`config.mk`:
```
export PLATFORM = sky130hd
export DESIGN_NAME = dec3to8_hold
export DESIGN_NICKNAME = d
export VERILOG_FILES = /design/src/rtl/enc_dec_pkg.sv /design/src/rtl/dec_onehot.sv /design/src/rtl/dec3to8_hold.sv
export SDC_FILE = /design/constraint.sdc
export NUM_CORES = 1
export LEC_CHECK = 0
export CORE_UTILIZATION = 33
export DETAILED_ROUTE_END_ITERATION = 8
export HOLD_SLACK_MARGIN = 0.08
export PLACE_DENSITY_LB_ADDON = 0.15
export SLEW_MARGIN = 5
export SYNTH_ARGS = -nofsm -noshare
export SYNTH_HDL_FRONTEND = slang
export SYNTH_SLANG_ARGS = --single-unit
```
`constraint.sdc`:
```
create_clock -name clk -period 1.9 [get_ports clk]
set_clock_uncertainty 0.2 [all_clocks]
set_input_delay 0.38 -clock clk [delete_from_list [all_inputs] [get_ports clk]]
set_output_delay 0.38 -clock clk [all_outputs]
set_load 0.02 [all_outputs]
```
`src/rtl/enc_dec_pkg.sv`:
```
// -----------------------------------------------------------------------------
// enc_dec_pkg
// Shared types and constants for the encoder/decoder family.
//   dec_state_t : control states of the hold-decoder (IDLE, HOLD, GAP)
//   DEC_CNT_W   : width of the hold/gap down-counter
// -----------------------------------------------------------------------------
package enc_dec_pkg;

    typedef enum logic [1:0] {
        IDLE = 2'd0,
        HOLD = 2'd1,
        GAP  = 2'd2
    } dec_state_t;

    localparam int DEC_CNT_W = 8;

endpackage : enc_dec_pkg

```
`src/rtl/dec_onehot.sv`:
```
// -----------------------------------------------------------------------------
// dec_onehot
// Purely combinational N-to-2^N one-hot decoder. Every index is legal:
// index 0 drives bit 0.
// Ports:
//   i_idx    [N_SEL-1:0]  encoded index
//   o_onehot [OUT_W-1:0]  one-hot result, bit i_idx set
// -----------------------------------------------------------------------------
module dec_onehot #(
    parameter  int N_SEL = 3,
    localparam int OUT_W = 2 ** N_SEL
) (
    input  logic [N_SEL-1:0] i_idx,
    output logic [OUT_W-1:0] o_onehot
);

    // NOTE: assign a default before any conditional write in always_comb;
    // a path that leaves a variable unassigned infers a latch.
    always_comb begin
        o_onehot        = '0;
        o_onehot[i_idx] = 1'b1;
    end

endmodule : dec_onehot

```
`src/rtl/dec3to8_hold.sv`:
```
// -----------------------------------------------------------------------------
// dec3to8_hold
// Sequential one-hot decoder with a guaranteed pulse width. An index accepted
// through a valid/ready handshake drives its one-hot line for HOLD_CYCLES
// cycles, followed by GAP_CYCLES all-zero cycles before the next accept.
//
// Ports:
//   clk         system clock, rising edge
//   rst         synchronous active-high reset
//   in_valid    in_idx is valid this cycle
//   in_idx      [N_SEL-1:0] index to decode
//   in_ready    block can accept this cycle (forced low while rst is high)
//   out_onehot  [OUT_W-1:0] registered one-hot output
//   out_active  registered; high exactly while the one-hot line is driven
//   busy        high in HOLD or GAP
//   done        one-cycle pulse on the last hold cycle
//
// Build option:
//   DEC3TO8_ACTIVE_LOW_EN  when defined, out_onehot is inverted (idle/reset
//                          all ones, selected bit 0) for active-low LEDs or
//                          anodes. Other outputs are unaffected.
// -----------------------------------------------------------------------------
module dec3to8_hold
    import enc_dec_pkg::*;
#(
    parameter  int N_SEL       = 3,
    parameter  int HOLD_CYCLES = 4,   // 1..255
    parameter  int GAP_CYCLES  = 1,   // 0..255
    localparam int OUT_W       = 2 ** N_SEL
) (
    input  logic             clk,
    input  logic             rst,
    input  logic             in_valid,
    input  logic [N_SEL-1:0] in_idx,
    output logic             in_ready,
    output logic [OUT_W-1:0] out_onehot,
    output logic             out_active,
    output logic             busy,
    output logic             done
);

    // XOR mask applied to the decoded value; also the "nothing driven" value.
`ifdef DEC3TO8_ACTIVE_LOW_EN
    localparam logic [OUT_W-1:0] POL_MASK = '1;
`else
    localparam logic [OUT_W-1:0] POL_MASK = '0;
`endif

    localparam logic [DEC_CNT_W-1:0] HOLD_LOAD = DEC_CNT_W'(HOLD_CYCLES - 1);
    // Never loaded when GAP_CYCLES is 0; kept at 0 so no negative value appears.
    localparam logic [DEC_CNT_W-1:0] GAP_LOAD  =
        (GAP_CYCLES > 0) ? DEC_CNT_W'(GAP_CYCLES - 1) : '0;

    dec_state_t             r_state;
    logic [DEC_CNT_W-1:0]   r_cnt;
    logic [OUT_W-1:0]       r_onehot;
    logic                   r_active;

    dec_state_t             w_state_nxt;
    logic [DEC_CNT_W-1:0]   w_cnt_nxt;
    logic [OUT_W-1:0]       w_onehot_nxt;
    logic                   w_active_nxt;
    logic [OUT_W-1:0]       w_decoded;
    logic                   w_ready;
    logic                   w_accept;

    dec_onehot #(
        .N_SEL    (N_SEL)
    ) u_dec_onehot (
        .i_idx    (in_idx),
        .o_onehot (w_decoded)
    );

    // rst gates ready directly so a request seen together with reset is never
    // acknowledged on the bus.
    assign w_ready  = (r_state == IDLE) & ~rst;
    assign w_accept = in_valid & w_ready;

    always_comb begin
        w_state_nxt  = r_state;
        w_cnt_nxt    = r_cnt;
        w_onehot_nxt = r_onehot;
        w_active_nxt = r_active;
        case (r_state)
            IDLE: begin
                if (w_accept) begin
                    w_state_nxt  = HOLD;
                    w_cnt_nxt    = HOLD_LOAD;
                    w_onehot_nxt = w_decoded ^ POL_MASK;
                    w_active_nxt = 1'b1;
                end
            end
            HOLD: begin
                if (r_cnt == '0) begin
                    w_onehot_nxt = POL_MASK;
                    w_active_nxt = 1'b0;
                    if (GAP_CYCLES > 0) begin
                        w_state_nxt = GAP;
                        w_cnt_nxt   = GAP_LOAD;
                    end else begin
                        w_state_nxt = IDLE;
                    end
                end else begin
                    w_cnt_nxt = r_cnt - 1'b1;
                end
            end
            GAP: begin
                if (r_cnt == '0) begin
                    w_state_nxt = IDLE;
                end else begin
                    w_cnt_nxt = r_cnt - 1'b1;
                end
            end
            default: begin
                w_state_nxt  = IDLE;
                w_cnt_nxt    = '0;
                w_onehot_nxt = POL_MASK;
                w_active_nxt = 1'b0;
            end
        endcase
    end

    // NOTE: sequential state uses non-blocking assignments so every register
    // samples the pre-edge values regardless of statement order.
    always_ff @(posedge clk) begin
        if (rst) begin
            r_state  <= IDLE;
            r_cnt    <= '0;
            r_onehot <= POL_MASK;
            r_active <= 1'b0;
        end else begin
            r_state  <= w_state_nxt;
            r_cnt    <= w_cnt_nxt;
            r_onehot <= w_onehot_nxt;
            r_active <= w_active_nxt;
        end
    end

    assign in_ready   = w_ready;
    assign out_onehot = r_onehot;
    assign out_active = r_active;
    assign busy       = (r_state != IDLE);
    // Decoded from registered state, so it falls with the aborted hold on reset.
    assign done       = (r_state == HOLD) && (r_cnt == '0);

endmodule : dec3to8_hold

```
==> metrics.cfg, run 1 <==
[finish]
drive_above_1_share_pct = 44.4
area_growth_pct = 58.1
final_cell_mix = buf_4, dfxtp_1, clkdlybuf4s50_1
final_common_cell = buf_4
n_antenna_cell = 0
stdcell_count = 191
finalNetCount = 169

[worst_setup_path]
crit_arrival_ns = 1.58
critPathMaxFanout = 2
end_kind = output pin
required_ns = 1.32
cp-start-kind = register
path_class = reg2out

[timing]
finalHoldViolCount = 0
drv_slew = 0
finalSetupViolCount = 12
fin_crit_ns = 2.16
setup_slack_ns = -0.264
max_freq_mhz = 462
maxSlewHeadroom_pct = 65.5
period_share_pct = 114
rsz0062_at_grt = yes
worst_hold_slack_ns = 0.272
worst_slew_pin_slew_ns = 0.512

[logic_synthesis]
synth_top_area_share_pct = 38.8
yosysUniqueCellTypes = 37
ys_seq_area_share_pct = 38.8
synth_top_area_cell = dfxtp_1
yosysWarningCount = 0
netlist_top_cells_area = dfxtp_1, or4_1, o21ai_0, o31ai_1, a21oi_1
synth_area_um2 = 980
synth_nets = 121
syn_avg_cell_area_um2 = 8.67
syn_inst = 113
ys_ff_latch = 19

[clock_network]
cts_max_path_buffers = 2
cts_made_buffers = 3
cts_tree = done
htree_num_levels = 1
cts_root_buf = clkbuf_4
clkTransAtPathRegs_ns = 0.11
insertion_delay_ns = 0.29
cts.sinks = 19
hold_buffers = 0

[placement]
dp.cells = 182
gp_congestion = 0.824
io_buffers = 17
hpwl_mm = 1.89

[drt]
avgRoutedWirePerCell_um = 14.1
vias = 1027
drc_errors = 0
first_iter_violations = 21
ant_nets = 0
totalWireLength_mm = 2.70
viasPerCell = 5.38
drtPass1Iterations = 4

[grt]
grtUsageMet1_pct = 24.0
met2_usage_pct = 27.1
grt_pass1_vias = 998
grt-busiest-layer = met2
gr-usage-all-layers_pct = 17.2
antenna_found_initial = 0
grt_max_degree = 12
use_met3_pct = 3.23
grt_pass1_wl_mm = 4.39
grt_overflow = 0

[power]
seq_power_share_pct = 24.1
power_density_nw_per_um2 = 1500
power_frac_comb_pct = 67.0
clock_power_share_pct = 8.9
p_leak_uw = 0.000633
p_int_uw = 1360
sw_frac_of_total_pct = 41.2
peakVddDrop_uv = 854
p_switching_uw = 953

[floorplan]
num_rows = 19
dieArea_um2 = 3190
core_um2 = 2780
die_h_um = 56.5
io_pins = 18
start_util_pct = 35.2
die_width_um = 56.5

[min_path]
hp-class = reg2reg

[status]
failed_checks = setup timing
run_status = finished with violations

[run]
maxCapViolCount = 0

-- cell type report --
type | count | area [µm²]
multi-input cells | 82 | 658
fillers | 274 | 1230
repair buffers | 47 | 408
clock buffers | 4 | 26.3
flip-flops and latches | 19 | 388
inverters | 8 | 30.0
well taps | 31 | 38.8
-- synthesized netlist by cell type --
| master | number |
|---|---|
| a2111o_1 | 1 |
| a21o_1 | 1 |
| a21oi_1 | 7 |
| a22o_1 | 2 |
| a31oi_1 | 1 |
| a32o_1 | 1 |
| buf_2 | 1 |
| buf_4 | 1 |
| buf_6 | 1 |
| clkbuf_1 | 2 |
| dfxtp_1 | 19 |
| ha_1 | 2 |
| inv_1 | 8 |
| nand2_1 | 6 |
| nand3_1 | 2 |
| nand3b_1 | 1 |
| nand4_1 | 1 |
| nor2_1 | 8 |
| nor2b_1 | 4 |
| nor3_1 | 2 |
| nor3b_1 | 2 |
| nor4_1 | 1 |
| nor4_4 | 1 |
| o211ai_1 | 2 |
| o21ai_0 | 8 |
| o22ai_1 | 1 |
| o2bb2ai_1 | 2 |
| o31a_1 | 1 |
| o31ai_1 | 5 |
| o32ai_1 | 1 |
| o41a_1 | 1 |
| or2_2 | 3 |
| or3_1 | 3 |
| or3_2 | 2 |
| or3b_2 | 2 |
| or4_1 | 6 |
| or4bb_1 | 1 |
-- power groups by stage --
| stage | clock [µW] | combinational, µW | sequential [µW] |
|---|---|---|---|
| after floorplan | 0 | 688 | 577 |
| after global placement | 0 | 1240 | 546 |
| after detailed placement | 0 | 1250 | 552 |
| after CTS | 217 | 1370 | 551 |
| after global routing | 231 | 1680 | 567 |
| final | 206 | 1550 | 558 |
-- layer usage --
layer | part of all wire, % | vias up
met3 | 2.1 | 2
met5 | 0 | -
met2 | 47 | 10
li1 | - | 523
met4 | 0.44 | 0
met1 | 51 | 492
-- cell families after synthesis --
group / share of synthesized area, %
fa+ha+maj: 2.55
buf+inv: 6.26
flops: 38.8
compound gates: 23.8
simple gates: 28.6
-- flip-flops by register name, indices dropped and copies added (netlist names) --
register and flops:
r_state 2, r_cnt 8, out_onehot 8, out_active 1
-- what timing repair did --
item | in CTS | in global routing
setup endpoints to repair | 18 | 20
pin swaps | 6 | 12
cloned | 1 | 1
gates resized for setup | 22 | 30
buffers inserted | 2 | 1
-- through the flow --
step                util, %  power, µW  instance area [µm²]  TNS (ns)  setup slack (ns)
floorplan                 -       1270                  985   -0.0163          -0.00813
global placement       48.8       1790                 1360     -5.03            -0.454
detailed placement     48.8       1800                 1360     -5.18            -0.484
CTS                    51.8       2140                 1440     -1.19            -0.252
global route           55.7       2480                 1550     -1.94            -0.307
finish                 55.7       2320                 1550     -1.23            -0.264
-- final timing paths --
path	slack, ns	cells past startpoint	startpoint	end
hold / removal	0.27	2	out_active	out_active
hold reg to reg	0.27	2	out_active	out_active
setup reg to reg	-0.19	5	r_cnt[5]	r_cnt[6]
setup / recovery	-0.26	5	r_cnt[5]	done
-- worst max-delay path: stages, from the launching register on --
cell	delay [ns]
dfxtp_2	0.34
or4_4	0.57
nor2_4	0.15
nand2_2	0.07
inv_2	0.06
buf_6	0.10
Note: power is estimated with default switching activity, not from simulation.
==> run 2: changes to the inputs <==
--- a/config.mk
+++ b/config.mk
@@ -13,3 +13,4 @@
 export SYNTH_ARGS = -nofsm -noshare
 export SYNTH_HDL_FRONTEND = slang
 export SYNTH_SLANG_ARGS = --single-unit
+export TNS_END_PERCENT = 50
==> run 2 against run 1 <==
  * The flow still finishes with violations (setup timing)
  * Total power is 1.5% lower
  * Sequential power hardly changed
  * Core utilization is 1.3 points lower
  * Critical path type unchanged
==> metrics.cfg, run 2 (synthesis gave the netlist of run 1 again) <==
[clock_network]
cts_max_path_buffers = 2  ; unchanged
cts_made_buffers = 3  ; unchanged
cts_tree = done  ; unchanged
htree_num_levels = 1  ; unchanged
cts_root_buf = clkbuf_4  ; unchanged
insertion_delay_ns = 0.29  ; about the same
cts.sinks = 19  ; unchanged
clkTransAtPathRegs_ns = 0.11  ; about the same
hold_buffers = 0  ; unchanged

[status]
failed_checks = setup timing  ; unchanged
run_status = finished with violations  ; unchanged

[drt]
drc_errors = 0  ; unchanged
ant_nets = 0  ; unchanged
totalWireLength_mm = 2.69  ; was 2.70 mm
drtPass1Iterations = 4  ; unchanged
first_iter_violations = 18  ; was 21
avgRoutedWirePerCell_um = 14.2  ; was 14.1 µm
vias = 1014  ; was 1,027
viasPerCell = 5.34  ; was 5.38

[timing]
worst_slew_pin_slew_ns = 0.568  ; was 0.512 ns
finalHoldViolCount = 0  ; unchanged
setup_slack_ns = -0.264  ; about the same
worst_hold_slack_ns = 0.262  ; was 0.272 ns
setup-tns-final_ns = -1.24  ; was -1.23 ns
maxSlewHeadroom_pct = 61.8  ; was 65.5%
max_freq_mhz = 462  ; about the same
period_share_pct = 114  ; about the same
finalSetupViolCount = 12  ; unchanged
rsz0062_at_grt = yes  ; unchanged
fin_crit_ns = 2.16  ; about the same
drv_slew = 0  ; unchanged

[finish]
final_cell_mix = buf_4, dfxtp_1, clkdlybuf4s50_1  ; unchanged
fin_area_um2 = 1510  ; was 1550 µm²
num-fill-cells = 283  ; was 274
final_common_cell = buf_4  ; unchanged
finalNetCount = 168  ; was 169
area_growth_pct = 54.4  ; was 58.1%
drive_above_1_share_pct = 40.9  ; was 44.4%
n_antenna_cell = 0  ; unchanged

[grt]
gr-usage-all-layers_pct = 16.8  ; was 17.2%
grt_overflow = 0  ; unchanged
grt_pass1_vias = 987  ; was 998
antenna_found_initial = 0  ; unchanged
grt_pass1_wl_mm = 4.32  ; was 4.39 mm
grt_max_degree = 12  ; unchanged

[floorplan]
die_width_um = 56.5  ; unchanged
core_um2 = 2780  ; unchanged
dieArea_um2 = 3190  ; unchanged
die_h_um = 56.5  ; unchanged
io_pins = 18  ; unchanged
num_rows = 19  ; unchanged
start_util_pct = 35.2  ; unchanged

[worst_setup_path]
critPathLaunch = r_cnt[5]  ; unchanged
r2r_cells = 7  ; was 5
crit_arrival_ns = 1.58  ; about the same
path_class = reg2out  ; unchanged
r2r-end = r_cnt[4]  ; was r_cnt[6]
end_kind = output pin  ; unchanged
cp-start-kind = register  ; unchanged
r2r_slack_ns = -0.19  ; about the same
crit_end = done  ; unchanged
r2r_start = r_cnt[5]  ; unchanged
critPathMaxFanout = 2  ; unchanged
required_ns = 1.32  ; about the same

[placement]
gp_congestion = 0.824  ; unchanged
hpwl_mm = 1.89  ; unchanged
io_buffers = 17  ; unchanged
preCtsSetupSlack_ns = -0.484  ; unchanged
placedInstanceArea_um2 = 1360  ; unchanged

[power]
peakVddDrop_uv = 870  ; was 854 µV
p_leak_uw = 0.000586  ; was 0.000633 µW
power_density_nw_per_um2 = 1510  ; was 1500 nW/µm²

[min_path]
hp-class = reg2reg  ; unchanged

[run]
maxCapViolCount = 0  ; unchanged

-- run 2: cell types whose count changed in the layout (fill, tap and decap cells not counted), sizes merged --
cell,delta
dlymetal6s2s,-2
buf,-1
clkdlybuf4s50,+2
-- run 2: final cells by class --
type	count	area (µm²)	area share, %
timing repair buffer	46	395	26.1
clock buffer	4	26.3	1.74
tap	31	38.8	2.56
multi-input combinational	82	634	41.9
sequential	19	388	25.6
inverter	8	30.0	1.99
-- run 2: power by group --
part           switching, µW  internal (µW)  total (µW)
registers               62.7            495         558
clock network            128           81.6         209
logic                    749            765        1510
-- run 2: repair_timing --
action                     in CTS  in global routing
setup buffers                   1                  1
gates cloned                    0                  2
resized for setup              21                 25
pin swaps                       5                 11
setup endpoints to repair      18                 20
-- run 2: critical path, cell delays in order, from the launching register on --
cell and delay, ns:
dfxtp_2 0.34, or4_4 0.57, nor2_4 0.15, nand2_2 0.07, inv_2 0.06, buf_6 0.10
-- run 2: per-layer routing --
layer	part of all wire, %	vias to the layer above	GRT usage, %
met5	0	-	0
met2	47	15	26.7
li1	-	520	-
met3	3.2	2	3.23
met4	0.45	0	4.18
met1	49	477	23.3
-- run 2: per-stage QoR --
stage                     total power (µW)  utilization, %  instances
after global placement                1790            48.8        182
final                                 2280            54.4        190
after detailed placement              1800            48.8        182
after global routing                  2440            54.4        190
after CTS                             2100            51.2        187
after floorplan                       1270               -        113
-- run 2: how the worst min path moves through the flow --
| stage | startpoint | end | slack [ns] | depth (start not counted) |
|---|---|---|---|---|
| 2_1_floorplan | r_cnt[5] | r_cnt[5] | 0.27 | 2 |
| 3_3_place_gp | out_onehot[2] | out_onehot[2] | 0.24 | 1 |
| 3_5_place_dp | out_onehot[5] | out_onehot[5] | 0.25 | 2 |
| 4_1_cts | out_onehot[5] | out_onehot[5] | 0.27 | 2 |
| 5_1_grt | out_onehot[5] | out_onehot[5] | 0.30 | 2 |
| 6_report | out_onehot[6] | out_onehot[6] | 0.26 | 2 |
==> run 3: changes to the inputs <==
--- a/config.mk
+++ b/config.mk
@@ -5,10 +5,12 @@
 export SDC_FILE = /design/constraint.sdc
 export NUM_CORES = 1
 export LEC_CHECK = 0
+export ABC_AREA = 1
 export CORE_UTILIZATION = 33
 export DETAILED_ROUTE_END_ITERATION = 8
 export HOLD_SLACK_MARGIN = 0.08
 export PLACE_DENSITY_LB_ADDON = 0.15
+export REMOVE_ABC_BUFFERS = 1
 export SLEW_MARGIN = 5
 export SYNTH_ARGS = -nofsm -noshare
 export SYNTH_HDL_FRONTEND = slang
==> run 3 against run 2 <==
  * The run now ends clean
  * Total power increased by 7.1%
  * Design area decreased by 11%
  * Wire length decreased by 19%
  * Area after synthesis decreased by 2.8%
  * Register-to-register slack improved by 0.41 ns
  * Clock-buffer cell count unchanged
  * Cell count increased by 8.9%
  * Core utilization decreased by 5.0 points
  * Clock power increased by 2%
  * Critical path type unchanged
==> metrics.cfg, run 3 <==
[clock_network]
cts_max_path_buffers = 2  ; unchanged
htree_num_levels = 1  ; unchanged
cts_made_buffers = 3  ; unchanged
hold_buffers = 0  ; unchanged
cts.sinks = 19  ; unchanged
insertion_delay_ns = 0.30  ; was 0.29 ns
clkTransAtPathRegs_ns = 0.12  ; was 0.11 ns
cts_tree = done  ; unchanged
cts_root_buf = clkbuf_4  ; unchanged

[logic_synthesis]
ys_seq_area_share_pct = 39.9  ; was 38.8%
netlist_top_cells_area = dfxtp_1, nand2_1, inv_1, nand3_1, nor2_1  ; was dfxtp_1, or4_1, o21ai_0, o31ai_1, a21oi_1
ys_ff_latch = 19  ; unchanged
yosysWarningCount = 0  ; unchanged
synth_edf_count = 0  ; unchanged
syn_inst = 139  ; was 113
synth_most_common_cell = nand2_1  ; was dfxtp_1
ys_top_cells_by_count = nand2_1, inv_1, dfxtp_1, nor2_1, nand3_1  ; was dfxtp_1, inv_1, nor2_1, o21ai_0, a21oi_1
synth_area_um2 = 952  ; was 980 µm²
syn_avg_cell_area_um2 = 6.85  ; was 8.67 µm²
synth_top_area_share_pct = 39.9  ; was 38.8%
yosysUniqueCellTypes = 18  ; was 37
synthArstFlopShare_pct = 0  ; unchanged
synthFlopType = dfxtp_1  ; unchanged
synth_top_area_cell = dfxtp_1  ; unchanged

[floorplan]
io_pins = 18  ; unchanged
num_rows = 19  ; unchanged
dieArea_um2 = 3100  ; was 3190 µm²
core_um2 = 2730  ; was 2780 µm²
die_h_um = 55.7  ; was 56.5 µm
start_util_pct = 34.8  ; was 35.2%
die_width_um = 55.7  ; was 56.5 µm

[timing]
finalSetupViolCount = 0  ; was 12
rsz0062_at_grt = yes  ; unchanged
maxSlewHeadroom_pct = 84.2  ; was 61.8%
worst_slew_pin_slew_ns = 0.237  ; was 0.568 ns
fin_crit_ns = 1.84  ; was 2.16 ns
drv_slew = 0  ; unchanged
period_share_pct = 97.0  ; was 114%
max_freq_mhz = 543  ; was 462 MHz
finalHoldViolCount = 0  ; unchanged
setup-tns-final_ns = 0  ; was -1.24 ns
setup_slack_ns = 0.0578  ; was -0.264 ns

[finish]
area_growth_pct = 41.7  ; was 54.4%
n_antenna_cell = 0  ; unchanged
final_cell_mix = nand2_1, inv_1, dfxtp_1, nor2_1, buf_4  ; was buf_4, dfxtp_1, clkdlybuf4s50_1
finalNetCount = 185  ; was 168
post-route-util_pct = 49.3  ; was 54.4%
final_common_cell = nand2_1  ; was buf_4
drive_above_1_share_pct = 25.0  ; was 40.9%

[drt]
viasPerCell = 4.59  ; was 5.34
avgRoutedWirePerCell_um = 10.6  ; was 14.2 µm
wirelength_met1_um = 997  ; was 1.33 mm
ant_nets = 0  ; unchanged
wl_met2_mm = 1.05  ; was 1.27 mm
drc_errors = 0  ; unchanged
first_iter_violations = 32  ; was 18
vias = 950  ; was 1,014
drtPass1Iterations = 4  ; unchanged
totalWireLength_mm = 2.19  ; was 2.69 mm
routed-wl-met3_um = 94  ; was 86 µm
top_layer_used = met4  ; unchanged

[worst_setup_path]
cp_top_family = buffers and inverters  ; was simple AND/OR/NAND/NOR gates
end_kind = output pin  ; unchanged
cp-start-kind = register  ; unchanged
cp_num_buf_inv = 1  ; was 2
crit_arrival_ns = 1.26  ; was 1.58 ns
required_ns = 1.32  ; about the same
path_class = reg2out  ; unchanged
r2r_cells = 11  ; was 7
slowest_delay_ns = 0.60  ; was 0.57 ns
cp_num_cells = 1  ; was 5
critPathMaxFanout = 2  ; unchanged
worst_path_max_delay_cell = clkdlybuf4s50_1  ; was or4_4
path_cells = clkdlybuf4s50_1  ; was or4_4 -> nor2_4 -> nand2_2 -> inv_2 -> buf_6

[grt]
grt_pass1_wl_mm = 3.77  ; was 4.32 mm
grt_overflow = 0  ; unchanged
antenna_found_initial = 0  ; unchanged
gr-usage-all-layers_pct = 15.6  ; was 16.8%
grt_pass1_vias = 933  ; was 987
grt_max_degree = 11  ; was 12

[min_path]
hp-class = reg2reg  ; unchanged
hold_depth = 2  ; unchanged

[status]
run_status = complete, no violations  ; was finished with violations

[placement]
gp_congestion = 0.793  ; was 0.824
hpwl_mm = 1.70  ; was 1.89 mm
preCtsSetupSlack_ns = -0.187  ; was -0.484 ns
io_buffers = 17  ; unchanged

[power]
peakVddDrop_uv = 1050  ; was 870 µV
power_density_nw_per_um2 = 1810  ; was 1510 nW/µm²
p_leak_uw = 0.000658  ; was 0.000586 µW

[run]
maxCapViolCount = 0  ; unchanged

[run 3: changes by cell type after synthesis, sizes merged, moves of 3 or more]
cell / previous run / this run
nand3: 2 / 13
nor2: 8 / 20
or4: 6 / 0
o21ai: 8 / 2
nand2: 6 / 35
nor2b: 4 / 0
o31ai: 5 / 0
inv: 8 / 30
or2: 3 / 0
o22ai: 1 / 8
or3: 5 / 0
[run 3: kinds of logic (layout without fill, tap and decap cells)]
kind of cell	count (synthesis)	in the layout	share of synthesized area, %
compound gates	15	15	10.5
flops	19	19	39.9
buf+inv	31	68	13.0
simple gates	72	72	33.9
fa+ha+maj	2	2	2.63
[run 3: per-layer routing]
metal,vias to the layer above,global-route usage (%)
met5,-,0
met4,0,7.50
met3,5,3.95
met2,23,26.5
met1,411,18.3
li1,511,-
[run 3: worst paths after layout]
check	start	endpoint	slack (ns)
worst max-delay path	out_onehot[2]	out_onehot[2]	0.06
worst min-delay path	out_active	out_active	0.26
worst max register to register	r_cnt[1]	r_cnt[3]	0.22
worst min register to register	out_active	out_active	0.26
[run 3: stage by stage]
stage / hold WS [ns] / cells / total power (µW) / area, µm²
after CTS: 0.274 / 206 / 2370 / 1310
after global routing: 0.289 / 207 / 2700 / 1350
after floorplan: 0.239 / 138 / 1560 / 941
after global placement: 0.239 / 202 / 2130 / 1280
final: 0.259 / 207 / 2440 / 1350
after detailed placement: 0.253 / 202 / 2160 / 1280
[run 3: area by class of cell]
type | count | area (µm²)
clock buffers | 4 | 26.3
fillers | 288 | 1390
inverters | 30 | 113
multi-input cells | 89 | 475
flip-flops and latches | 19 | 383
well taps | 31 | 38.8
repair buffers | 34 | 313
[run 3: power by group]
group,leakage [µW],switching (µW),internal [µW]
Sequential,0.000156,72.0,522
Combinational,0.000488,907,729
Clock,0.0000150,132,81.9
[run 3: repair_timing]
action / in CTS / in global routing
endpoints found under the setup margin: 3 / 5
resized for setup: 10 / 13
pin swaps: 0 / 3
buffers inserted: 0 / 1
[run 3: worst min-delay path: stages (launching register included)]
cell	delay, ns
dfxtp_1	0.32
nand2_1	0.06
nand2_1	0.04
